===== src/rtl/led_matrix_scroller_pkg.sv =====
// Shared definitions for the LED matrix scroller.
//   MODE_*   : scroll direction encodings driven on the mode input
//   state_e  : control FSM states
//   diag_row : power-up pattern for one row (active-low, one lit LED per row)
package led_matrix_scroller_pkg;

  localparam logic [1:0] MODE_LEFT  = 2'b00;
  localparam logic [1:0] MODE_RIGHT = 2'b01;
  localparam logic [1:0] MODE_UP    = 2'b10;
  localparam logic [1:0] MODE_DOWN  = 2'b11;

  // Widest row diag_row can build; callers keep the low COLS bits.
  localparam int MAX_COLS = 64;

  typedef enum logic [1:0] {PAUSE, RUN, STEP} state_e;

  // Row r lights column (cols-1-r); rows past the last column stay dark.
  function automatic logic [MAX_COLS-1:0] diag_row(input int r, input int cols);
    logic [MAX_COLS-1:0] v;
    v = '1;
    if (r < cols) v = ~(MAX_COLS'(1) << (cols - 1 - r));
    return v;
  endfunction

endpackage


===== src/rtl/led_matrix_scroller_if.sv =====
// Control/data bundle between a pattern source and the scroller.
//   master : drives mode, run, step_req and the row write port
//   slave  : the scroller; returns wr_ready, frame, tick, step_count
interface led_matrix_scroller_if #(
  parameter int ROWS = 8,
  parameter int COLS = 8,
  parameter int RW   = $clog2(ROWS)
);
  logic [1:0]           mode;
  logic                 run;
  logic                 step_req;
  logic                 wr_en;
  logic [RW-1:0]        wr_row;
  logic [COLS-1:0]      wr_data;
  logic                 wr_ready;
  logic [ROWS*COLS-1:0] frame;
  logic                 tick;
  logic [15:0]          step_count;

  modport master (
    output mode, run, step_req, wr_en, wr_row, wr_data,
    input  wr_ready, frame, tick, step_count
  );

  modport slave (
    input  mode, run, step_req, wr_en, wr_row, wr_data,
    output wr_ready, frame, tick, step_count
  );
endinterface


===== src/rtl/led_matrix_scroller_step_prescaler.sv =====
// Step-rate divider: counts 0..DIV-1 while enabled, held at 0 while clear.
//   sys_clock, sys_reset : clock, synchronous active-high reset
//   clear                : force count to 0
//   enable               : advance the count
//   tick                 : high for the one cycle the count sits at DIV-1
module step_prescaler #(
  parameter int DIV = 4
) (
  input  logic sys_clock,
  input  logic sys_reset,
  input  logic clear,
  input  logic enable,
  output logic tick
);
  localparam int            CW   = (DIV > 2) ? $clog2(DIV) : 1;
  localparam logic [CW-1:0] LAST = CW'(DIV - 1);

  logic [CW-1:0] cnt;

  assign tick = enable && (cnt == LAST);

  always_ff @(posedge sys_clock) begin
    if (sys_reset || clear) cnt <= '0;
    else if (enable)        cnt <= (cnt == LAST) ? '0 : cnt + CW'(1);
  end
endmodule


===== src/rtl/led_matrix_scroller.sv =====
// ROWS x COLS frame buffer that rotates left/right/up/down at a programmable
// rate, with run/pause, single-step and per-row pattern writes.
//   sys_clock, sys_reset : clock, synchronous active-high reset
//   bus (slave)          : mode/run/step_req in, row write port, frame,
//                          tick and step_count out
module led_matrix_scroller
  import led_matrix_scroller_pkg::*;
#(
  parameter int CLK_HZ  = 27_000_000,
  parameter int STEP_HZ = 10,
  parameter int ROWS    = 8,
  parameter int COLS    = 8
) (
  input logic                  sys_clock,
  input logic                  sys_reset,
  led_matrix_scroller_if.slave bus
);
  localparam int            DIV     = CLK_HZ / STEP_HZ;
  localparam int            RW      = $clog2(ROWS);
  localparam logic [RW:0]   ROW_LIM = (RW + 1)'(ROWS);

  state_e                   state, state_nx;
  logic                     pre_tick, shift, wr_fire, tick_q;
  logic [15:0]              step_cnt;
  logic [ROWS-1:0][COLS-1:0] rows_q, diag, rot_l, rot_r, rot_u, rot_d, shifted;

  step_prescaler #(.DIV(DIV)) u_presc (
    .sys_clock (sys_clock),
    .sys_reset (sys_reset),
    .clear     (state != RUN),
    .enable    (state == RUN),
    .tick      (pre_tick)
  );

  // Candidate next frames for each direction, one row per generate lane.
  for (genvar r = 0; r < ROWS; r++) begin : g_row
    localparam int                  R_UP = (r + 1) % ROWS;
    localparam int                  R_DN = (r + ROWS - 1) % ROWS;
    localparam logic [MAX_COLS-1:0] DIAG = diag_row(r, COLS);
    assign diag[r]  = DIAG[COLS-1:0];
    assign rot_l[r] = {rows_q[r][COLS-2:0], rows_q[r][COLS-1]};
    assign rot_r[r] = {rows_q[r][0], rows_q[r][COLS-1:1]};
    assign rot_u[r] = rows_q[R_UP];
    assign rot_d[r] = rows_q[R_DN];
  end

  always_comb begin
    shifted = rot_l;
    unique case (bus.mode)
      MODE_LEFT:  shifted = rot_l;
      MODE_RIGHT: shifted = rot_r;
      MODE_UP:    shifted = rot_u;
      MODE_DOWN:  shifted = rot_d;
      default:    shifted = rot_l;
    endcase
  end

  // run wins over step_req in PAUSE; step_req is only looked at in PAUSE.
  always_comb begin
    state_nx = state;
    shift    = 1'b0;
    unique case (state)
      PAUSE: begin
        if (bus.run)           state_nx = RUN;
        else if (bus.step_req) state_nx = STEP;
      end
      RUN: begin
        shift = pre_tick;
        if (!bus.run) state_nx = PAUSE;
      end
      STEP: begin
        shift    = 1'b1;
        state_nx = PAUSE;
      end
      default: state_nx = PAUSE;
    endcase
  end

  // A shift owns the frame for its cycle; the writer retries afterwards.
  assign bus.wr_ready = !shift;
  assign wr_fire      = bus.wr_en && !shift && ({1'b0, bus.wr_row} < ROW_LIM);

  always_ff @(posedge sys_clock) begin
    if (sys_reset) begin
      state    <= PAUSE;
      rows_q   <= diag;
      tick_q   <= 1'b0;
      step_cnt <= '0;
    end else begin
      state  <= state_nx;
      tick_q <= shift;
      if (shift) begin
        rows_q   <= shifted;
        step_cnt <= step_cnt + 16'd1;
      end else if (wr_fire) begin
        rows_q[bus.wr_row] <= bus.wr_data;
      end
    end
  end

  assign bus.frame      = rows_q;
  assign bus.tick       = tick_q;
  assign bus.step_count = step_cnt;
endmodule


===== src/flat_wrapper.sv =====
// flat-port wrapper written by rule: the top's interface ports become plain ports
module led_matrix_scroller_flat import led_matrix_scroller_pkg::*;
#(
  parameter int CLK_HZ  = 27_000_000,
  parameter int STEP_HZ = 10,
  parameter int ROWS    = 8,
  parameter int COLS    = 8
)
  (sys_clock, sys_reset, bus_mode, bus_run, bus_step_req, bus_wr_en, bus_wr_row, bus_wr_data, bus_wr_ready, bus_frame, bus_tick, bus_step_count);
  led_matrix_scroller_if #(.ROWS(ROWS), .COLS(COLS)) bus_i ();
  input logic sys_clock;
  input logic sys_reset;
  input wire logic [$bits(bus_i.mode)-1:0] bus_mode;
  input wire logic [$bits(bus_i.run)-1:0] bus_run;
  input wire logic [$bits(bus_i.step_req)-1:0] bus_step_req;
  input wire logic [$bits(bus_i.wr_en)-1:0] bus_wr_en;
  input wire logic [$bits(bus_i.wr_row)-1:0] bus_wr_row;
  input wire logic [$bits(bus_i.wr_data)-1:0] bus_wr_data;
  output wire logic [$bits(bus_i.wr_ready)-1:0] bus_wr_ready;
  output wire logic [$bits(bus_i.frame)-1:0] bus_frame;
  output wire logic [$bits(bus_i.tick)-1:0] bus_tick;
  output wire logic [$bits(bus_i.step_count)-1:0] bus_step_count;
  assign bus_i.mode = bus_mode;
  assign bus_i.run = bus_run;
  assign bus_i.step_req = bus_step_req;
  assign bus_i.wr_en = bus_wr_en;
  assign bus_i.wr_row = bus_wr_row;
  assign bus_i.wr_data = bus_wr_data;
  assign bus_wr_ready = bus_i.wr_ready;
  assign bus_frame = bus_i.frame;
  assign bus_tick = bus_i.tick;
  assign bus_step_count = bus_i.step_count;
  led_matrix_scroller #(.CLK_HZ(CLK_HZ), .STEP_HZ(STEP_HZ), .ROWS(ROWS), .COLS(COLS)) u_core (.sys_clock(sys_clock), .sys_reset(sys_reset), .bus(bus_i));
endmodule

===== config.mk =====
export PLATFORM = sky130hd
export DESIGN_NAME = led_matrix_scroller_flat
export DESIGN_NICKNAME = d
export VERILOG_FILES = /design/src/rtl/led_matrix_scroller_pkg.sv /design/src/rtl/led_matrix_scroller_if.sv /design/src/rtl/led_matrix_scroller_step_prescaler.sv /design/src/rtl/led_matrix_scroller.sv /design/src/flat_wrapper.sv
export SDC_FILE = /design/constraint.sdc
export NUM_CORES = 1
export LEC_CHECK = 0
export ABC_AREA = 1
export CAP_MARGIN = 40
export CORE_MARGIN = 4
export CORE_UTILIZATION = 36
export CTS_CLUSTER_SIZE = 16
export DETAILED_ROUTE_END_ITERATION = 8
export HOLD_SLACK_MARGIN = 0.06
export PLACE_DENSITY = 0.57
export SYNTH_ARGS = -nofsm -noshare
export SYNTH_HDL_FRONTEND = slang
export SYNTH_HIERARCHICAL = 1
export SYNTH_SLANG_ARGS = --single-unit
export TNS_END_PERCENT = 30

===== constraint.sdc =====
create_clock -name sys_clock -period 2.7 [get_ports sys_clock]
set_input_delay 0.54 -clock sys_clock [delete_from_list [all_inputs] [get_ports sys_clock]]
set_output_delay 0.54 -clock sys_clock [all_outputs]
set_load 0.01 [all_outputs]

==> metrics.md, run 1 <==
| Metric | Value |
|---|---|
| Worst Setup EP | `bus_wr_ready` |
| Total gr overflow | `0` |
| Initial antenna violation count | `0` |
| Die extent in y | `between 100 and 150 um` |
| Worst r2r dst | `u_core/bus.frame[36]$_SDFFE_PP1P_` |
| Routed WL per cell | `approximately 18 um` |
| WS Path Type | `flip-flop to output pin` |
| Synthesis-to-finish area growth | `23.63%` |
| PnR Total Power | `around 3800 uW` |
| Peak Freq | `approximately 400 MHz` |
| CTS Sinks | `~110` |
| Mapped Area | `7186 um2` |
| Crit-path cells | `ha_2 > nand3_1 > nor2_1 > nand3_1 > inv_1 > nand2_1 > nand2_1 > nand2_4 > dlygate4sd2_1` |
| Post-Synth Adder-Cell Area | `less than 1%` |
| CP bufs+invs | `2` |
| Vias per cell | `~5.4` |
| Gpl congestion | `between 0.9 and 1` |
| CTS clock-pin slew for the worst setup and hold paths | `0.08 ns` |
| Final setup vio count | `0` |
| WP data arrival | `approximately 2.0 ns` |
| EDFF count, synth | `0` |
| Post-synth top area share | `between 20% and 30%` |
| Deepest clock path buffer count | `2` |
| CP Max Fanout | `12` |
| Final WL | `~28000 um` |
| Post-CTS Hold Fix Bufs | `0` |
| Pre-CTS WS | `~0.22 ns` |
| CTS tree | `done` |
| Sequential cell area fraction in the yosys report | `roughly 29%` |
| Largest cells by area after synthesis | `dfxtp_1 (29%), nand2_1 (20%), o21ai_0 (9.9%)` |
| Slowest stage cell, crit path | `dfxtp_1` |
| Prevailing post-synth register cell | `dfxtp_1` |
| Reg2Reg Setup Slack | `0.34 ns` |
| Standby leakage power | `0.004211 uW` |
| Critical R2R Launch | `u_core/u_presc/cnt[1]$_SDFFE_PP0P_` |
| Final Net Count | `around 1300` |
| Die span in x | `approximately 150 um` |
| CP top delay family | `simple AND/OR/NAND/NOR gates` |
| Antenna diodes | `0` |
| Top-count cell post-synth | `nand2_1` |
| Post-synthesis cell type count | `36` |
| Setup crit end kind | `output pin` |
| Vias in the first global route | `between 7000 and 8000` |
| # rows | `51` |
| Fill count | `between 2000 and 2500` |
| Starting density of the core | `between 30% and 40%` |
| Synth Area in Compound Gates | `23.58%` |
| Post-synth ARST share | `0%` |
| Final Non-Filler Cells | `approximately 1600` |
| Num CTS Buffers | `9` |
| Post-synthesis cell count | `~1200` |
| Max incr delay on CP | `about 0.36 ns` |
| Largest family of logic cells by synthesized area | `simple AND/OR/NAND/NOR gates` |
| CP required | `between 2 and 2.5 ns` |
| Syn avg cell area | `approximately 5.9 um2` |
| Outcome | `finished, final reports clean` |
| Port bufs | `99` |
| Setup TNS | `0 ns` |
| Met3 usage | `5.166%` |
| Mux cell area share after synthesis | `less than 1%` |
| Min Tclk post-route | `~2.5 ns` |
| Post-route DRC violation count | `0` |
| Global routing usage on met2 | `36.73%` |
| Synth area leader | `dfxtp_1` |
| Period utilisation layout | `a little over nine tenths` |
| Slew HR | `a little under half` |
| Nature of the critical path startpoint | `flip-flop` |
| Slew Limit Fails | `0` |
| First-pass GRT wire length | `44170 um` |
| Max Clock Skew | `0.01228 ns` |
| RSZ-0062 raised after global routing | `false` |
| Synth cell count leaders | `nand2_1 (374), inv_1 (175), o21ai_0 (142)` |
| Hold Fails Final Rpt | `0` |
| Drt pass-1 iters | `6` |
| Antenna Violating Nets Remaining | `0` |
| Total die area | `22280 um2` |
| CTS HTree Levels | `3` |
| Worst-Skew Late Latency | `roughly 0.37 ns` |
| Post-Synth XOR/XNOR Area | `0.9751%` |
| Simple-Gate Fraction of Synth Area | `about a third` |
| WP depth | `9` |
| Synthesized Nets | `between 1000 and 1500` |
| Most Crowded Layer GR | `met2` |
| Synth Register Bits | `about 110` |
| Inst Count DP | `1559` |
| Count of warnings emitted by yosys | `6` |
| Hpwl dp | `between 20000 and 25000 um` |
| Worst vdd ir | `0.2922 mV` |
| Power density cells | `approximately 430 nW/um2` |
| Max-cap viol count | `0` |
| Total GRT Usage | `25.09%` |
| Grt met1 use | `a little over a third` |
| CTS root buffer | `clkbuf_16` |
| # IOs | `100` |
| Crit. Startpoint | `u_core/u_presc/cnt[1]$_SDFFE_PP0P_` |
| Core ar. | `19530 um2` |
| Vias | `approximately 8500` |
| Worst reg2reg path depth | `13` |
| Share of layout cells above drive strength 1 | `between 6 and 7%` |
| Initial DRC count | `1034` |
| Postcts setup bufs | `0` |
| Largest net degree at the start of global routing | `75` |
| Fin worst setup slack | `about 0.17 ns` |
| Actual slew at the worst max-slew pin | `approximately 0.79 ns` |
| Worst hold path type | `flip-flop to flip-flop` |
## layer usage
metal | share of wire, % | routed length [um] | up-vias
met3 | 10 | 2908 | 63
met1 | 44 | 12390 | 3837
li1 | - | - | 4094
met4 | 2.8 | 792 | 0
met2 | 43 | 11910 | 484
met5 | 0 | 0 | -
## layout make-up
class | instances | area [um2] | area share, %
multi-input combinational | 864 | 4118 | 46.35
sequential | 105 | 2103 | 23.68
timing repair buffer | 140 | 1348 | 15.17
inverter | 185 | 694.4 | 7.817
tap | 265 | 331.6 | 3.732
clock buffer | 11 | 242.7 | 2.732
clock inverter | 5 | 46.29 | 0.5211
## worst min path at each step
| stage | startpoint | to | slack (ns) | cells past startpoint |
|---|---|---|---|---|
| 2_1_floorplan | u_core/u_presc/cnt[20]$_SDFFE_PP0P_ | u_core/u_presc/cnt[20]$_SDFFE_PP0P_ | 0.44 | 2 |
| 3_3_place_gp | u_core/u_presc/cnt[20]$_SDFFE_PP0P_ | u_core/u_presc/cnt[20]$_SDFFE_PP0P_ | 0.45 | 2 |
| 3_5_place_dp | u_core/u_presc/cnt[20]$_SDFFE_PP0P_ | u_core/u_presc/cnt[20]$_SDFFE_PP0P_ | 0.46 | 2 |
| 4_1_cts | u_core/u_presc/cnt[20]$_SDFFE_PP0P_ | u_core/u_presc/cnt[20]$_SDFFE_PP0P_ | 0.47 | 2 |
| 5_1_grt | u_core/u_presc/cnt[20]$_SDFFE_PP0P_ | u_core/u_presc/cnt[20]$_SDFFE_PP0P_ | 0.51 | 2 |
| 6_report | u_core/u_presc/cnt[20]$_SDFFE_PP0P_ | u_core/u_presc/cnt[20]$_SDFFE_PP0P_ | 0.46 | 2 |
## kinds of logic (layout without fill, tap and decap cells)
kind of cell / count (synthesis) / count (layout)
adders and majority gates: 5 / 5
and+or+nand+nor: 541 / 541
DFF: 105 / 105
xor gates and xnor gates: 8 / 8
buffers and inverters: 245 / 341
AOI/OAI and AO/OA: 309 / 309
muxes: 1 / 1
## flip-flops by register name (all words and copies together), names as in the netlist
name and flops:
u_core/state 2, u_core/bus.tick 1, u_core/u_presc/cnt 22, u_core/bus.frame 64, u_core/bus.step_count 16
## worst reg2reg max path, cell delays in order, from the launching register on
cell,delay (ns)
dfxtp_1,0.36
ha_2,0.21
nand3_1,0.14
nor2_1,0.13
nand3_1,0.12
inv_1,0.07
nand2_1,0.05
nand2_1,0.10
nand2_4,0.12
buf_12,0.21
nand2_1,0.38
inv_1,0.15
nand2_1,0.09
nand3_1,0.09
## per-stage QoR
stage	hold WS (ns)	utilization [%]	area (um2)
2_1_floorplan	0.4390	-	7186
3_3_place_gp	0.4479	44.00	8592
3_5_place_dp	0.4589	44.00	8592
4_1_cts	0.4700	45.48	8880
5_1_grt	0.5136	45.50	8884
6_report	0.4628	45.50	8884
## where the power goes
group,internal [uW],switching (uW),leakage (uW),total (uW)
Clock,670,673,0.000143,1340
Sequential,1610,77.0,0.000855,1680
Combinational,288,488,0.00321,776
## timing repair
| action | 4_1_cts | 5_1_grt |
|---|---|---|
| endpoints found under the setup margin | 1 | 1 |
| endpoints found under the hold margin | 0 | 0 |
| gates resized for setup | 1 | 2 |
## placed cells by master (no fill, tap or decap), types with 5 or more instances in the layout
cell type and count:
a21oi_1 97, buf_4 37, clkbuf_16 9, clkdlybuf4s50_1 98
clkinv_1 7, dfxtp_1 104, inv_1 174, nand2_1 373
nand2_2 9, nand3_1 46, nand4_1 11, nor2_1 75
nor2_2 6, nor3_1 5, o21ai_0 142, o21ai_1 24
o221ai_1 34, o22ai_1 8, xor2_1 5
Power figures use the tool's default switching activity.
==> run 2, diff against run 1 <==
- SLEW_MARGIN: default -> 20
==> results of run 2 <==
The final DEF is identical to that of run 1; final timing and power are the same.
